--- src/rtl/vc_pop_arbiter_pkg.sv ---
// Shared types and constants for the VC pop arbiter slice.
package vc_arb_pkg;

  // Scheduler state encoding.
  typedef enum logic [1:0] {
    IDLE  = 2'd0,
    GRANT = 2'd1,
    HOLD  = 2'd2
  } arb_state_e;

  // Width of a VC index (up to four source FIFOs).
  localparam int VC_W = 2;

  // Default source/destination word width.
  localparam int DEFAULT_DATA_W = 12;

  // Width of the saturating burst counter.
  localparam int BURST_CNT_W = 4;

endpackage

--- src/rtl/vc_pop_arbiter_if.sv ---
// Bundle of source-FIFO, destination-FIFO and status signals around the arbiter.
//
// Handshake: a source word is transferred when pop[i] is high for one cycle
// while src_empty[i] was low at the edge that raised it; the arbiter never pops
// an empty source. Downstream there is no ready: out_push is a one-cycle strobe
// and the arbiter stops popping as soon as dst_almost_full is seen high, so the
// words already in flight always fit in the guaranteed free entries.
interface vc_pop_arbiter_if #(
  parameter int NUM_VC = 4,
  parameter int DATA_W = vc_arb_pkg::DEFAULT_DATA_W
);
  import vc_arb_pkg::*;

  logic [NUM_VC-1:0]        src_empty;
  logic [NUM_VC-1:0]        src_almost_empty;
  logic [NUM_VC*DATA_W-1:0] src_data;
  logic                     dst_almost_full;
  logic [NUM_VC-1:0]        pop;
  logic                     out_push;
  logic [DATA_W-1:0]        out_data;
  logic [VC_W-1:0]          out_vc;
  logic                     busy;

  // Arbiter side.
  modport master (
    input  src_empty, src_almost_empty, src_data, dst_almost_full,
    output pop, out_push, out_data, out_vc, busy
  );

  // FIFO / environment side.
  modport slave (
    output src_empty, src_almost_empty, src_data, dst_almost_full,
    input  pop, out_push, out_data, out_vc, busy
  );

endinterface

--- src/rtl/vc_pop_arbiter_rr_select.sv ---
// Combinational rotating-priority picker: first candidate after last_vc.
module rr_select
  import vc_arb_pkg::*;
#(
  parameter int NUM_VC = 4
) (
  input  logic [NUM_VC-1:0] eligible,
  input  logic [VC_W-1:0]   last_vc,
  input  logic [NUM_VC-1:0] exclude,
  output logic              found,
  output logic [VC_W-1:0]   vc
);

  logic [NUM_VC-1:0] cand;

  assign cand = eligible & ~exclude;

  function automatic logic [VC_W-1:0] wrap_vc(input int v);
    return VC_W'(v % NUM_VC);
  endfunction

  // Scan from the farthest position to the nearest so the nearest hit wins.
  always_comb begin
    found = 1'b0;
    vc    = '0;
    for (int k = NUM_VC; k >= 1; k--) begin
      if (cand[wrap_vc(int'(last_vc) + k)]) begin
        found = 1'b1;
        vc    = wrap_vc(int'(last_vc) + k);
      end
    end
  end

endmodule

--- src/rtl/vc_pop_arbiter.sv ---
// Weighted round-robin drain of up to four source FIFOs into one destination FIFO.
module vc_pop_arbiter
  import vc_arb_pkg::*;
#(
  parameter int NUM_VC = 4,
  parameter int DATA_W = DEFAULT_DATA_W,
  parameter int BURST  = 4
) (
  input  logic              clk,
  input  logic              reset,
  vc_pop_arbiter_if.master  bus,
  output arb_state_e        dbg_state
);

  arb_state_e             state, state_nxt;
  logic [VC_W-1:0]        grant_vc, grant_vc_nxt;
  logic [VC_W-1:0]        last_vc, last_vc_nxt;
  logic [BURST_CNT_W-1:0] burst_cnt, burst_cnt_nxt;
  logic [NUM_VC-1:0]      pop_q, pop_nxt;

  logic                   s1_valid;
  logic [VC_W-1:0]        s1_vc;
  logic                   out_push_q;
  logic [DATA_W-1:0]      out_data_q;
  logic [VC_W-1:0]        out_vc_q;

  logic [NUM_VC-1:0]      eligible;
  logic [NUM_VC-1:0]      grant_mask;
  logic                   grant_elig;
  logic                   burst_left;
  logic [VC_W-1:0]        sel_last;
  logic [NUM_VC-1:0]      sel_excl;
  logic                   sel_found;
  logic [VC_W-1:0]        sel_vc;
  logic [DATA_W-1:0]      src_word [NUM_VC];

  for (genvar g = 0; g < NUM_VC; g++) begin : g_slice
    assign src_word[g] = bus.src_data[g*DATA_W +: DATA_W];
  end

  // A source being popped this cycle shows pre-pop flags, so its last word
  // must not be popped twice: it also needs almost_empty low.
  assign eligible   = ~bus.src_empty & ~(pop_q & bus.src_almost_empty);
  assign grant_mask = NUM_VC'(1) << grant_vc;
  assign grant_elig = eligible[grant_vc];
  assign burst_left = burst_cnt < BURST_CNT_W'(BURST);

  // From IDLE search after last_vc; when rotating, search after the expiring
  // grant and skip it so another VC gets its turn first.
  assign sel_last = (state == IDLE) ? last_vc : grant_vc;
  assign sel_excl = (state == IDLE) ? '0 : grant_mask;

  rr_select #(.NUM_VC(NUM_VC)) u_rr_select (
    .eligible (eligible),
    .last_vc  (sel_last),
    .exclude  (sel_excl),
    .found    (sel_found),
    .vc       (sel_vc)
  );

  // Next-state and next-pop decision.
  always_comb begin
    state_nxt     = state;
    grant_vc_nxt  = grant_vc;
    last_vc_nxt   = last_vc;
    burst_cnt_nxt = burst_cnt;
    pop_nxt       = '0;
    case (state)
      IDLE: begin
        if (!bus.dst_almost_full && sel_found) begin
          state_nxt     = GRANT;
          grant_vc_nxt  = sel_vc;
          burst_cnt_nxt = BURST_CNT_W'(1);
          pop_nxt       = NUM_VC'(1) << sel_vc;
        end
      end
      GRANT, HOLD: begin
        if (bus.dst_almost_full) begin
          // Backpressure wins over burst expiry; rotation happens on resume.
          state_nxt = HOLD;
        end else if (burst_left && grant_elig) begin
          state_nxt     = GRANT;
          pop_nxt       = grant_mask;
          burst_cnt_nxt = (burst_cnt == '1) ? burst_cnt : burst_cnt + BURST_CNT_W'(1);
        end else begin
          last_vc_nxt = grant_vc;
          if (sel_found) begin
            state_nxt     = GRANT;
            grant_vc_nxt  = sel_vc;
            burst_cnt_nxt = BURST_CNT_W'(1);
            pop_nxt       = NUM_VC'(1) << sel_vc;
          end else if (grant_elig) begin
            // Nobody else wants the slot: start a fresh burst without a bubble.
            state_nxt     = GRANT;
            burst_cnt_nxt = BURST_CNT_W'(1);
            pop_nxt       = grant_mask;
          end else begin
            state_nxt = IDLE;
          end
        end
      end
      default: state_nxt = IDLE;
    endcase
  end

  // Scheduler state register.
  always_ff @(posedge clk or negedge reset) begin
    if (!reset) begin
      state     <= IDLE;
      grant_vc  <= '0;
      last_vc   <= VC_W'(NUM_VC - 1);
      burst_cnt <= '0;
      pop_q     <= '0;
    end else begin
      state     <= state_nxt;
      grant_vc  <= grant_vc_nxt;
      last_vc   <= last_vc_nxt;
      burst_cnt <= burst_cnt_nxt;
      pop_q     <= pop_nxt;
    end
  end

  // Two-stage capture: pop -> stage-1 tag -> registered push to destination.
  always_ff @(posedge clk or negedge reset) begin
    if (!reset) begin
      s1_valid   <= 1'b0;
      s1_vc      <= '0;
      out_push_q <= 1'b0;
      out_data_q <= '0;
      out_vc_q   <= '0;
    end else begin
      s1_valid   <= |pop_q;
      s1_vc      <= grant_vc;
      out_push_q <= s1_valid;
      if (s1_valid) begin
        out_data_q <= src_word[s1_vc];
        out_vc_q   <= s1_vc;
      end
    end
  end

  assign bus.pop      = pop_q;
  assign bus.out_push = out_push_q;
  assign bus.out_data = out_data_q;
  assign bus.out_vc   = out_vc_q;
  assign bus.busy     = (state != IDLE) | s1_valid | out_push_q;
  assign dbg_state    = state;

endmodule

--- src/flat_wrapper.sv ---
// flat-port wrapper written by rule: the top's interface ports become plain ports
module vc_pop_arbiter_flat import vc_arb_pkg::*;
#(
  parameter int NUM_VC = 4,
  parameter int DATA_W = DEFAULT_DATA_W,
  parameter int BURST  = 4
)
  (clk, reset, dbg_state, bus_src_empty, bus_src_almost_empty, bus_src_data, bus_dst_almost_full, bus_pop, bus_out_push, bus_out_data, bus_out_vc, bus_busy);
  vc_pop_arbiter_if #(.NUM_VC(NUM_VC), .DATA_W(DATA_W)) bus_i ();
  input  logic clk;
  input  logic reset;
  output arb_state_e dbg_state;
  input wire logic [$bits(bus_i.src_empty)-1:0] bus_src_empty;
  input wire logic [$bits(bus_i.src_almost_empty)-1:0] bus_src_almost_empty;
  input wire logic [$bits(bus_i.src_data)-1:0] bus_src_data;
  input wire logic [$bits(bus_i.dst_almost_full)-1:0] bus_dst_almost_full;
  output wire logic [$bits(bus_i.pop)-1:0] bus_pop;
  output wire logic [$bits(bus_i.out_push)-1:0] bus_out_push;
  output wire logic [$bits(bus_i.out_data)-1:0] bus_out_data;
  output wire logic [$bits(bus_i.out_vc)-1:0] bus_out_vc;
  output wire logic [$bits(bus_i.busy)-1:0] bus_busy;
  assign bus_i.src_empty = bus_src_empty;
  assign bus_i.src_almost_empty = bus_src_almost_empty;
  assign bus_i.src_data = bus_src_data;
  assign bus_i.dst_almost_full = bus_dst_almost_full;
  assign bus_pop = bus_i.pop;
  assign bus_out_push = bus_i.out_push;
  assign bus_out_data = bus_i.out_data;
  assign bus_out_vc = bus_i.out_vc;
  assign bus_busy = bus_i.busy;
  vc_pop_arbiter #(.NUM_VC(NUM_VC), .DATA_W(DATA_W), .BURST(BURST)) u_core (.clk(clk), .reset(reset), .bus(bus_i), .dbg_state(dbg_state));
endmodule
--- config.mk ---
export PLATFORM = sky130hd
export DESIGN_NAME = vc_pop_arbiter_flat
export DESIGN_NICKNAME = d
export VERILOG_FILES = /design/src/rtl/vc_pop_arbiter_pkg.sv /design/src/rtl/vc_pop_arbiter_if.sv /design/src/rtl/vc_pop_arbiter_rr_select.sv /design/src/rtl/vc_pop_arbiter.sv /design/src/flat_wrapper.sv
export SDC_FILE = /design/constraint.sdc
export NUM_CORES = 1
export LEC_CHECK = 0
export ABC_AREA = 1
export BUFFER_PORTS_ARGS = -buffer_cell sky130_fd_sc_hd__buf_4
export CORE_MARGIN = 2
export CORE_UTILIZATION = 45
export DETAILED_ROUTE_END_ITERATION = 6
export MAX_ROUTING_LAYER = met4
export PLACE_DENSITY = 0.74
export SKIP_CTS_REPAIR_TIMING = 1
export SLEW_MARGIN = 25
export SYNTH_ARGS = -nofsm -noshare
export SYNTH_HDL_FRONTEND = slang
export SYNTH_SLANG_ARGS = --single-unit
--- constraint.sdc ---
create_clock -name clk -period 2.3 [get_ports clk]
set_clock_uncertainty 0.15 [all_clocks]
set_input_delay 0.345 -clock clk [delete_from_list [all_inputs] [get_ports clk]]
set_output_delay 0.345 -clock clk [all_outputs]
set_load 0.01 [all_outputs]
==> results of run 1 <==
[per-layer routing]
layer / up-vias / GRT usage (%) / part of all wire (%)
li1: 1140 / - / -
met2: 84 / 38.8 / 46
met4: 0 / 7.13 / 0.94
met3: 5 / 4.86 / 8.3
met1: 1028 / 28.5 / 45
met5: - / - / 0
[cells by family (layout without fill, tap and decap cells)]
family,after synthesis,in the layout
flops,32,32
compound gates,61,61
fa+ha+maj,3,3
simple gates,168,168
buf+inv,34,117
[sequential cells by signal, indices dropped and copies added, names as in the netlist]
register	cells
u_core.s1_valid	1
u_core.bus.pop	4
u_core.bus.out_push	1
u_core.dbg_state	2
u_core.s1_vc	2
u_core.burst_cnt	4
u_core.bus.out_vc	2
u_core.bus.out_data	12
u_core.last_vc	2
u_core.grant_vc	2
[worst max-delay path, stage by stage (launching register included)]
cell	delay, ns
dfrtp_1	0.39
inv_1	0.13
ha_4	0.20
inv_6	0.06
nand2_2	0.08
nand2_4	0.07
nand3_1	0.08
nand2_1	0.09
nor2_1	0.15
nand2_2	0.11
inv_2	0.07
nand2_1	0.06
nand2_1	0.08
nand2_2	0.07
nand2_4	0.11
nand2_2	0.07
o21ai_2	0.05
[through the flow]
stage	hold slack (ns)	std cells
finish	0.197	433
global route	0.199	433
global placement	0.158	423
floorplan	-0.101	298
CTS	-0.151	431
detailed placement	0.160	423
[layout make-up]
type | count | area, um2 | area share (%)
Clock inverter | 2 | 35.0 | 1.22
Clock buffer | 6 | 72.6 | 2.52
Multi-Input combinational cell | 232 | 1160 | 40.3
Tap cell | 52 | 65.1 | 2.26
Inverter | 22 | 87.6 | 3.04
Sequential cell | 32 | 803 | 27.9
Timing Repair Buffer | 87 | 656 | 22.8
[where the power goes]
| part | internal [W] | switching (W) | total, W |
|---|---|---|---|
| logic | 0.00103 | 0.00166 | 0.00269 |
| clock network | 0.000321 | 0.000202 | 0.000523 |
| registers | 0.000814 | 0.000163 | 0.000976 |
[path summary, 6_finish.rpt]
path	from	endpoint	slack (ns)	depth (start not counted)
setup / recovery	u_core.dbg_state[1]$_DFFE_PN0N_	u_core.burst_cnt[2]$_DFFE_PN0P_	0.21	16
max in group asynchronous	reset	u_core.last_vc[0]$_DFFE_PN1P_	1.28	2
min in group asynchronous	reset	u_core.bus.out_data[8]$_DFFE_PN0P_	0.39	2
hold / removal	bus_dst_almost_full	u_core.dbg_state[1]$_DFFE_PN0N_	0.20	3
setup reg to reg	u_core.dbg_state[1]$_DFFE_PN0N_	u_core.burst_cnt[2]$_DFFE_PN0P_	0.21	16
hold reg to reg	u_core.bus.out_vc[0]$_DFFE_PN0P_	u_core.bus.out_vc[0]$_DFFE_PN0P_	0.35	2
[placed cells by master (no fill, tap or decap)]
cell type      netlist  routed
o21ai_1              2       2
dfrtp_1             30      30
or2_1                1       1
a21oi_1             10      10
o21ai_4              1       1
nor2_1              68      68
nor2_4               1       1
clkinv_2             0       1
inv_6                1       1
dlygate4sd3_1        0       1
nand3_1             22      22
a21oi_2              2       2
bufinv_16            0       1
inv_2                8       8
dfstp_2              2       2
clkinv_1             1       1
or2_0                1       1
nand2_4              4       4
a21oi_4              1       1
nand4_1              2       2
nand2b_1             3       3
nand2_2              7       8
a21boi_1             1       1
or4_1                1       1
o21ai_0             27      27
o21ai_2              3       3
clkbuf_8             0       5
clkbuf_1            10       1
inv_1               12      12
a31oi_1             12      12
ha_4                 0       1
nand2_1             55      54
ha_1                 3       2
buf_4                0      86
o22ai_1              2       2
nor2_2               3       3
==> key figures, run 1 <==
Status
  • Status: complete, no violations

Final layout
  • Final core area utilization: 65.2%
  • Finished Cell Area: 2880 um2
  • Antenna Cells: 0
  • Layout net count: 442
  • Filler cells: 392
  • P&R area growth vs syn: 37.4%
  • Fraction of final layout cells sized beyond drive strength 1: 33.6%

Power and ir drop
  • Maximum VDD drop: 0.000929 V
  • Total power: 0.00419 W
  • Power density over the cells: 1450 nW/um2
  • P_leak: 1.45 nW

Place
  • Cell Area, Placed: 2740 um2
  • GP Congestion: about 0.9
  • IO Port Bufs: 80
  • Dpl ws: 0.0439 ns
  • Hpwl dp: 4360 um

Synth
  • Register area share after synthesis: around two fifths
  • Top post-synthesis cells by count: nor2_1, nand2_1, dfrtp_1, o21ai_0, nand3_1
  • EDFF count, synth: 0
  • Most frequent cell after synthesis: nor2_1
  • Share of the synthesized area in the top cell type: 35.8%
  • Synth Area in Simple Gates: 35.4%
  • Cell area after synthesis: 2100 um2
  • Area contributors post-synth: dfrtp_1, nor2_1, nand2_1
  • Most used DFF post-synth: dfrtp_1
  • Largest area contributor in the netlist: dfrtp_1
  • Netlist cell types: 31
  • Main combinational cell family by area after synthesis: simple AND/OR/NAND/NOR gates
  • Complex-gate fraction of the synthesized area: ~17%
  • Syn Area/Cell: 7.04 um2
  • Syn_nets: 360
  • Syn. warnings: 0
  • Multiplexer area fraction after synthesis: 0%
  • FF+latch count, synth: 32
  • Fraction of the mapped netlist area in adder cells: about 1.8%
  • Share of flip-flops with an asynchronous set or reset: 100%
  • XOR/XNOR share of the synthesized area: 0%
  • Cell count after synthesis: 298

Floorplanning
  • Die width: 72.3 um
  • Ports: between 80 and 90
  • Die ar.: 5220 um2
  • Die span in y: just over 70 um
  • # rows: 24
  • Initial cell density of the core: a little under half
  • Placeable Area: 4410 um2

STA
  • Setup_tns: 0 ns
  • RSZ-0062 raised after global routing: false
  • Max Slew Vio Count: 0
  • Fin worst setup slack: 0.211 ns
  • Final period utilization: 90.8%
  • Slew of the pin with the lowest slew margin: approximately 0.66 ns
  • Rel. slew slack: 55.7%
  • Finish-stage setup viols: 0
  • Crit path time final: approximately 2.1 ns
  • Number of hold violations in the final report: 0
  • Achievable Freq: approximately 480 MHz

Clock network
  • CTS tree: yes
  • Worst-Skew Late Latency: ~0.28 ns
  • H-Tree Depth: 2
  • Deepest clock path buffer count: 2
  • Root Buffer: clkbuf_8
  • Sink Count: 32
  • CTS buffer count: 5
  • Reg clk slew, reported paths: ~0.060 ns

Drt
  • DR vias/cell: 5.21
  • Final ANT Viol Nets: 0
  • Final wirelength: 5720 um
  • Iter 0 DRT Violations: 129
  • Drt drc: 0
  • Routed via count: 2257
  • DR WL/cell: 13.2 um
  • 1st-pass router iterations: 4

Min path
  • Worst hold path class: input port to flop

GRT
  • Global-route wire length before repair: 9350 um
  • Initial antenna violation count: 0
  • Largest net degree at the start of global routing: 33
  • Number of global-route vias before repair: 2111
  • Tot GR Track Use: between 20% and 30%
  • GRT overflow: 0

Setup path
  • CP required: 2.36 ns
  • CP max FO: 8
  • Arr. time, crit path: 2.14 ns
  • Worst setup SP type: flop
  • Critical Path Sink Type: flop
  • Critical setup path kind: flop to flop

Run
  • Max cap viols: 0
Note: power is estimated with default switching activity, not from simulation.
==> run 2, diff against run 1 <==
--- a/config.mk
+++ b/config.mk
@@ -8,10 +8,10 @@
 export ABC_AREA = 1
 export BUFFER_PORTS_ARGS = -buffer_cell sky130_fd_sc_hd__buf_4
 export CORE_MARGIN = 2
-export CORE_UTILIZATION = 45
+export CORE_UTILIZATION = 44
 export DETAILED_ROUTE_END_ITERATION = 6
 export MAX_ROUTING_LAYER = met4
-export PLACE_DENSITY = 0.74
+export PLACE_DENSITY = 0.75
 export SKIP_CTS_REPAIR_TIMING = 1
 export SLEW_MARGIN = 25
 export SYNTH_ARGS = -nofsm -noshare
==> constraint.sdc (replaced) <==
create_clock -name clk -period 1.9 [get_ports clk]
set_clock_uncertainty 0.15 [all_clocks]
set_input_delay 0.285 -clock clk [delete_from_list [all_inputs] [get_ports clk]]
set_output_delay 0.285 -clock clk [all_outputs]
set_load 0.01 [all_outputs]
==> run 2 against run 1 <==
Net effect: the run now ends with negative setup slack left; final area grew 9.8%; register-to-register slack lost 0.32 ns; clock power grew 21%; setup slack lost 0.32 ns; sequential power grew 22%; non-clock buffer count grew 20; die area grew 2.1%; critical endpoint is now u_core.burst_cnt[1]$_DFFE_PN0P_; largest cell class unchanged; highest routed layer unchanged.
==> key figures, run 2 (synthesized netlist as in run 1, its figures left out) <==
Setup path
  • Critical setup path kind: flop to flop
  • Worst stage delay on the critical path: 0.38 ns
  • Slowest cell on crit path: dfrtp_1
  • Arr. time, crit path: 2.06 ns
  • CP Cell Sequence: inv_2 -> ha_4 -> inv_8 -> nand2_8 -> nand2_8 -> nand3_2 -> nand2_2 -> a21oi_2 -> nand2_2 -> a21oi_2 -> inv_2 -> nand2_4 -> nand2_2 -> o21ai_2
  • CP required: 1.95 ns
  • CP max FO: 8
  • Critical Path Sink Type: flop
  • Worst setup SP type: flop
  • Buf/Inv on CP: 3
  • CP most frequent cell: nand2_2
  • Delay-heaviest family, CP: simple AND/OR/NAND/NOR gates

GRT
  • Number of global-route vias before repair: 2178
  • Initial antenna violation count: 0
  • GRT overflow: 0
  • Largest net degree at the start of global routing: 33
  • Tot GR Track Use: a little under a quarter
  • Global-route wire length before repair: 9440 um

Floorplanning
  • Die ar.: 5330 um2
  • Initial cell density of the core: 45.0%
  • Die span in y: 73.0 um
  • # rows: 25
  • Ports: 81
  • Placeable Area: about 4700 um2
  • Die width: about 73 um

STA
  • Rel. slew slack: between 60 and 70%
  • Slew of the pin with the lowest slew margin: 0.459 ns
  • Number of hold violations in the final report: 0
  • Fin worst setup slack: -0.110 ns
  • Min Hold Slack: 0.161 ns
  • Achievable Freq: 498 MHz
  • Final period utilization: 106%
  • RSZ-0062 raised after global routing: true
  • Max Slew Vio Count: 0
  • Finish-stage setup viols: 12
  • Crit path time final: about 2 ns

Clock network
  • CTS buffer count: 5
  • H-Tree Depth: 2
  • Root Buffer: clkbuf_8
  • Deepest clock path buffer count: 2
  • Sink Count: 32
  • Reg clk slew, reported paths: 0.07 ns
  • Worst-Skew Late Latency: approximately 0.28 ns
  • CTS tree: yes

Place
  • GP Congestion: 0.867
  • IO Port Bufs: 80
  • Hpwl dp: 4540 um

Power and ir drop
  • Total power: around 0.0057 W
  • Clock share of power: 11.1%
  • Maximum VDD drop: 0.00115 V
  • P_leak: 1.57 nW
  • Net Switching: 0.00271 W
  • Switching Share: 47.6%
  • Comb power frac: 68.0%
  • Internal: approximately 0.0030 W
  • Sequential group share of total power: 20.9%
  • Power density over the cells: 1800 nW/um2

Status
  • Failing checks: negative setup slack
  • Status: finished with violations

Run
  • Max cap viols: 0

Final layout
  • Layout net count: approximately 460
  • Commonest non-fill, non-tap cells in the layout: buf_4, nor2_1, nand2_1, dfrtp_1, o21ai_0
  • Filler cells: 395
  • P&R area growth vs syn: 50.8%
  • Commonest non-fill, non-tap cell in the layout: buf_4
  • Number of flip-flops under the largest register name: 12
  • Antenna Cells: 0
  • Fraction of final layout cells sized beyond drive strength 1: 42.4%

Drt
  • Final wirelength: 5990 um
  • 1st-pass router iterations: 4
  • Routed via count: about 2400
  • Iter 0 DRT Violations: 103
  • Final ANT Viol Nets: 0
  • DR WL/cell: between 10 and 15 um
  • DR vias/cell: 5.22
  • Drt drc: 0

Min path
  • Worst hold path class: input port to flop
## run 2: area by class of cell
class	instances	area [um2]	area share (%)
Clock buffer	6	72.6	2.30
Clock inverter	2	35.0	1.11
Inverter	22	90.1	2.85
Multi-Input combinational cell	232	1270	40.3
Sequential cell	32	805	25.4
Tap cell	54	67.6	2.14
Timing Repair Buffer	107	818	25.9
## run 2: path summary, 6_finish.rpt
path / start / endpoint / slack (ns) / cells after the start
max reg2reg: u_core.dbg_state[0]$_DFFE_PN0N_ / u_core.burst_cnt[1]$_DFFE_PN0P_ / -0.11 / 14
min in group asynchronous: reset / u_core.bus.out_data[9]$_DFFE_PN0P_ / 0.34 / 2
max in group asynchronous: reset / u_core.last_vc[1]$_DFFE_PN1P_ / 0.94 / 2
min reg2reg: u_core.bus.out_vc[0]$_DFFE_PN0P_ / u_core.bus.out_vc[0]$_DFFE_PN0P_ / 0.34 / 2
min: bus_src_data[14] / u_core.bus.out_data[2]$_DFFE_PN0P_ / 0.16 / 3
max: u_core.dbg_state[0]$_DFFE_PN0N_ / u_core.burst_cnt[1]$_DFFE_PN0P_ / -0.11 / 14
## run 2: worst reg2reg max path, delay by kind of cell (launching register included)
family          cells  cell delay (ns)
compound gates      3             0.34
fa+ha+maj           1             0.21
buf+inv             3             0.26
flops               1             0.38
simple gates        7             0.61
## run 2: stage by stage
stage / instances / TNS [ns] / setup slack [ns] / area [um2] / util [%]
finish: 455 / -0.912 / -0.110 / 3160 / 67.8
global route: 455 / -2.48 / -0.243 / 3160 / 67.8
CTS: 452 / -2.41 / -0.229 / 3040 / 65.3
detailed placement: 444 / -2.11 / -0.209 / 2940 / 63.0
global placement: 444 / -1.66 / -0.188 / 2940 / 63.0
floorplan: 298 / -0.631 / -0.0957 / 2150 / -
## run 2: power groups by stage
stage          registers, W  logic, W  clock network [W]
4_1_cts             0.00117   0.00355           0.000650
5_1_grt             0.00122   0.00427           0.000670
6_report            0.00119   0.00387           0.000633
2_1_floorplan       0.00124   0.00232                  0
3_3_place_gp        0.00118   0.00346                  0
3_5_place_dp        0.00118   0.00354                  0
## run 2: layer usage
metal | wire (um) | vias up | track usage (%) | share of wire, %
met4 | 104 | 0 | 7.82 | 1.7
met5 | 0 | - | - | 0
met1 | 2510 | 1083 | 27.5 | 42
li1 | - | 1186 | - | -
met3 | 516 | 10 | 4.97 | 8.6
met2 | 2860 | 94 | 38.8 | 48
==> run 3, diff against run 2 <==
--- a/config.mk
+++ b/config.mk
@@ -12,6 +12,7 @@
 export DETAILED_ROUTE_END_ITERATION = 6
 export MAX_ROUTING_LAYER = met4
 export PLACE_DENSITY = 0.75
+export SETUP_SLACK_MARGIN = 0.5
 export SKIP_CTS_REPAIR_TIMING = 1
 export SLEW_MARGIN = 25
 export SYNTH_ARGS = -nofsm -noshare
==> run 3 against run 2 <==
Net effect: the run still ends with negative setup slack left; global-route usage is 0.38 points lower; setup slack worse by 0.047 ns; non-clock buffer count is 1 higher; first-iteration DRC count is 27% higher; highest routed layer unchanged.
==> key figures, run 3 (synthesized netlist as in run 1, its figures left out) <==
Status
  • Status: finished with violations
  • Failing checks: negative setup slack

STA
  • Max Slew Vio Count: 0
  • RSZ-0062 raised after global routing: true
  • Finish-stage setup viols: 13
  • Min Hold Slack: 0.161 ns
  • Crit path time final: 2.06 ns
  • Achievable Freq: around 490 MHz
  • Number of hold violations in the final report: 0
  • Final period utilization: 108%
  • Setup_tns: -1.63 ns
  • Fin worst setup slack: -0.157 ns
  • Slew of the pin with the lowest slew margin: around 0.47 ns
  • Rel. slew slack: around 69%

GRT
  • Number of global-route vias before repair: ~2100
  • Largest net degree at the start of global routing: 33
  • GRT overflow: 0
  • Tot GR Track Use: 22.8%
  • Initial antenna violation count: 0
  • Global-route wire length before repair: 9270 um

Power and ir drop
  • Power density over the cells: 1800 nW/um2
  • Clock share of power: 9.2%
  • Maximum VDD drop: 0.00104 V
  • Switching Share: 48.7%
  • P_leak: 1.58 nW
  • Sequential group share of total power: 20.8%
  • Comb power frac: roughly 70%
  • Internal: 0.00300 W
  • Net Switching: 0.00286 W

Run
  • Max cap viols: 0

Final layout
  • Filler cells: 391
  • Commonest non-fill, non-tap cells in the layout: buf_4, nor2_1, nand2_1, dfrtp_1, o21ai_0
  • Multi-input gate area: 1340 um2
  • Commonest non-fill, non-tap cell in the layout: buf_4
  • Number of flip-flops under the largest register name: 12
  • Antenna Cells: 0
  • Layout net count: approximately 460
  • Sequential Area: 807 um2
  • Fraction of final layout cells sized beyond drive strength 1: 46.9%
  • P&R area growth vs syn: 55.0%

Clock network
  • Worst-Skew Late Latency: about 0.28 ns
  • Reg clk slew, reported paths: 0.07 ns
  • Deepest clock path buffer count: 2
  • Sink Count: 32
  • CTS buffer count: 5
  • Root Buffer: clkbuf_8
  • H-Tree Depth: 2
  • CTS tree: yes

Drt
  • Drt drc: 0
  • M1 wire length: 2710 um
  • 1st-pass router iterations: 4
  • Top layer in use: met4
  • Final wirelength: about 6400 um
  • Met2 routed WL: ~3100 um
  • Met3 wire length: 467 um
  • DR vias/cell: 5.21
  • Routed via count: 2380
  • Final ANT Viol Nets: 0
  • DR WL/cell: 14.0 um
  • Iter 0 DRT Violations: 131

Min path
  • Worst hold path class: input port to flop

Place
  • Hpwl dp: 4510 um
  • Dpl ws: -0.123 ns
  • IO Port Bufs: 80
  • GP Congestion: approximately 0.88

Floorplanning
  • Die ar.: 5330 um2
  • # rows: 25
  • Die width: 73.0 um
  • Initial cell density of the core: 45.0%
  • Die span in y: 73.0 um
  • Ports: 81
  • Placeable Area: 4660 um2

Setup path
  • Critical setup path kind: flop to flop
  • Critical Path Sink Type: flop
  • Arr. time, crit path: ~2.1 ns
  • CP required: about 2.0 ns
  • Register-to-register setup slack: -0.16 ns
  • CP max FO: 8
  • Worst setup SP type: flop
run 3: cell count changes in the layout (fill, tap and decap cells not counted), sizes merged:
cell / before / now
inv: 21 / 20
clkbuf: 6 / 8
clkinvlp: 0 / 2
clkinv: 2 / 1
buf: 106 / 107
bufinv: 1 / 0
run 3: worst max-delay path, stage by stage (launching register included):
cell	delay [ns]
dfrtp_1	0.40
inv_2	0.09
ha_4	0.22
inv_8	0.07
nand2_4	0.08
nand2_8	0.07
nand3_2	0.08
nand2_2	0.07
nor2_2	0.12
nand2_2	0.10
a21oi_2	0.18
inv_2	0.10
nand2_4	0.13
nand2_2	0.06
o21ai_2	0.05
run 3: metrics by stage:
step | instances | total power [W] | cell area [um2] | utilization (%)
2_1_floorplan | 298 | 0.00364 | 2170 | -
3_3_place_gp | 442 | 0.00473 | 2950 | 63.2
3_5_place_dp | 442 | 0.00482 | 2950 | 63.2
4_1_cts | 450 | 0.00537 | 3040 | 65.2
5_1_grt | 457 | 0.00634 | 3250 | 69.7
6_report | 457 | 0.00586 | 3250 | 69.7
run 3: worst paths after layout:
path,from,to,depth (start not counted)
max,u_core.dbg_state[0]$_DFFE_PN0N_,u_core.burst_cnt[0]$_DFFE_PN0P_,14
min,bus_src_data[15],u_core.bus.out_data[3]$_DFFE_PN0P_,3
max reg2reg,u_core.dbg_state[0]$_DFFE_PN0N_,u_core.burst_cnt[0]$_DFFE_PN0P_,14
min reg2reg,u_core.burst_cnt[1]$_DFFE_PN0P_,u_core.burst_cnt[1]$_DFFE_PN0P_,2
max in group asynchronous,reset,u_core.last_vc[1]$_DFFE_PN1P_,2
min in group asynchronous,reset,u_core.bus.out_data[9]$_DFFE_PN0P_,2
run 3: final cells by class:
type / instances / area share (%)
timing repair inverter: 1 / 0.231
multi-input combinational: 232 / 41.2
sequential: 32 / 24.8
clock buffer: 8 / 2.77
tap: 54 / 2.08
inverter: 22 / 2.96
timing repair buffer: 108 / 25.9
run 3: per-layer routing:
layer | GRT usage [%] | vias to the layer above
li1 | - | 1184
met1 | 26.9 | 1104
met2 | 38.2 | 80
met3 | 4.70 | 12
met4 | 8.02 | 0
met5 | - | -
run 3: power groups by stage:
stage | Sequential, W | Clock [W] | Combinational, W
2_1_floorplan | 0.00124 | 0 | 0.00240
3_3_place_gp | 0.00118 | 0 | 0.00355
3_5_place_dp | 0.00119 | 0 | 0.00363
4_1_cts | 0.00118 | 0.000547 | 0.00364
5_1_grt | 0.00124 | 0.000582 | 0.00451
6_report | 0.00122 | 0.000538 | 0.00410
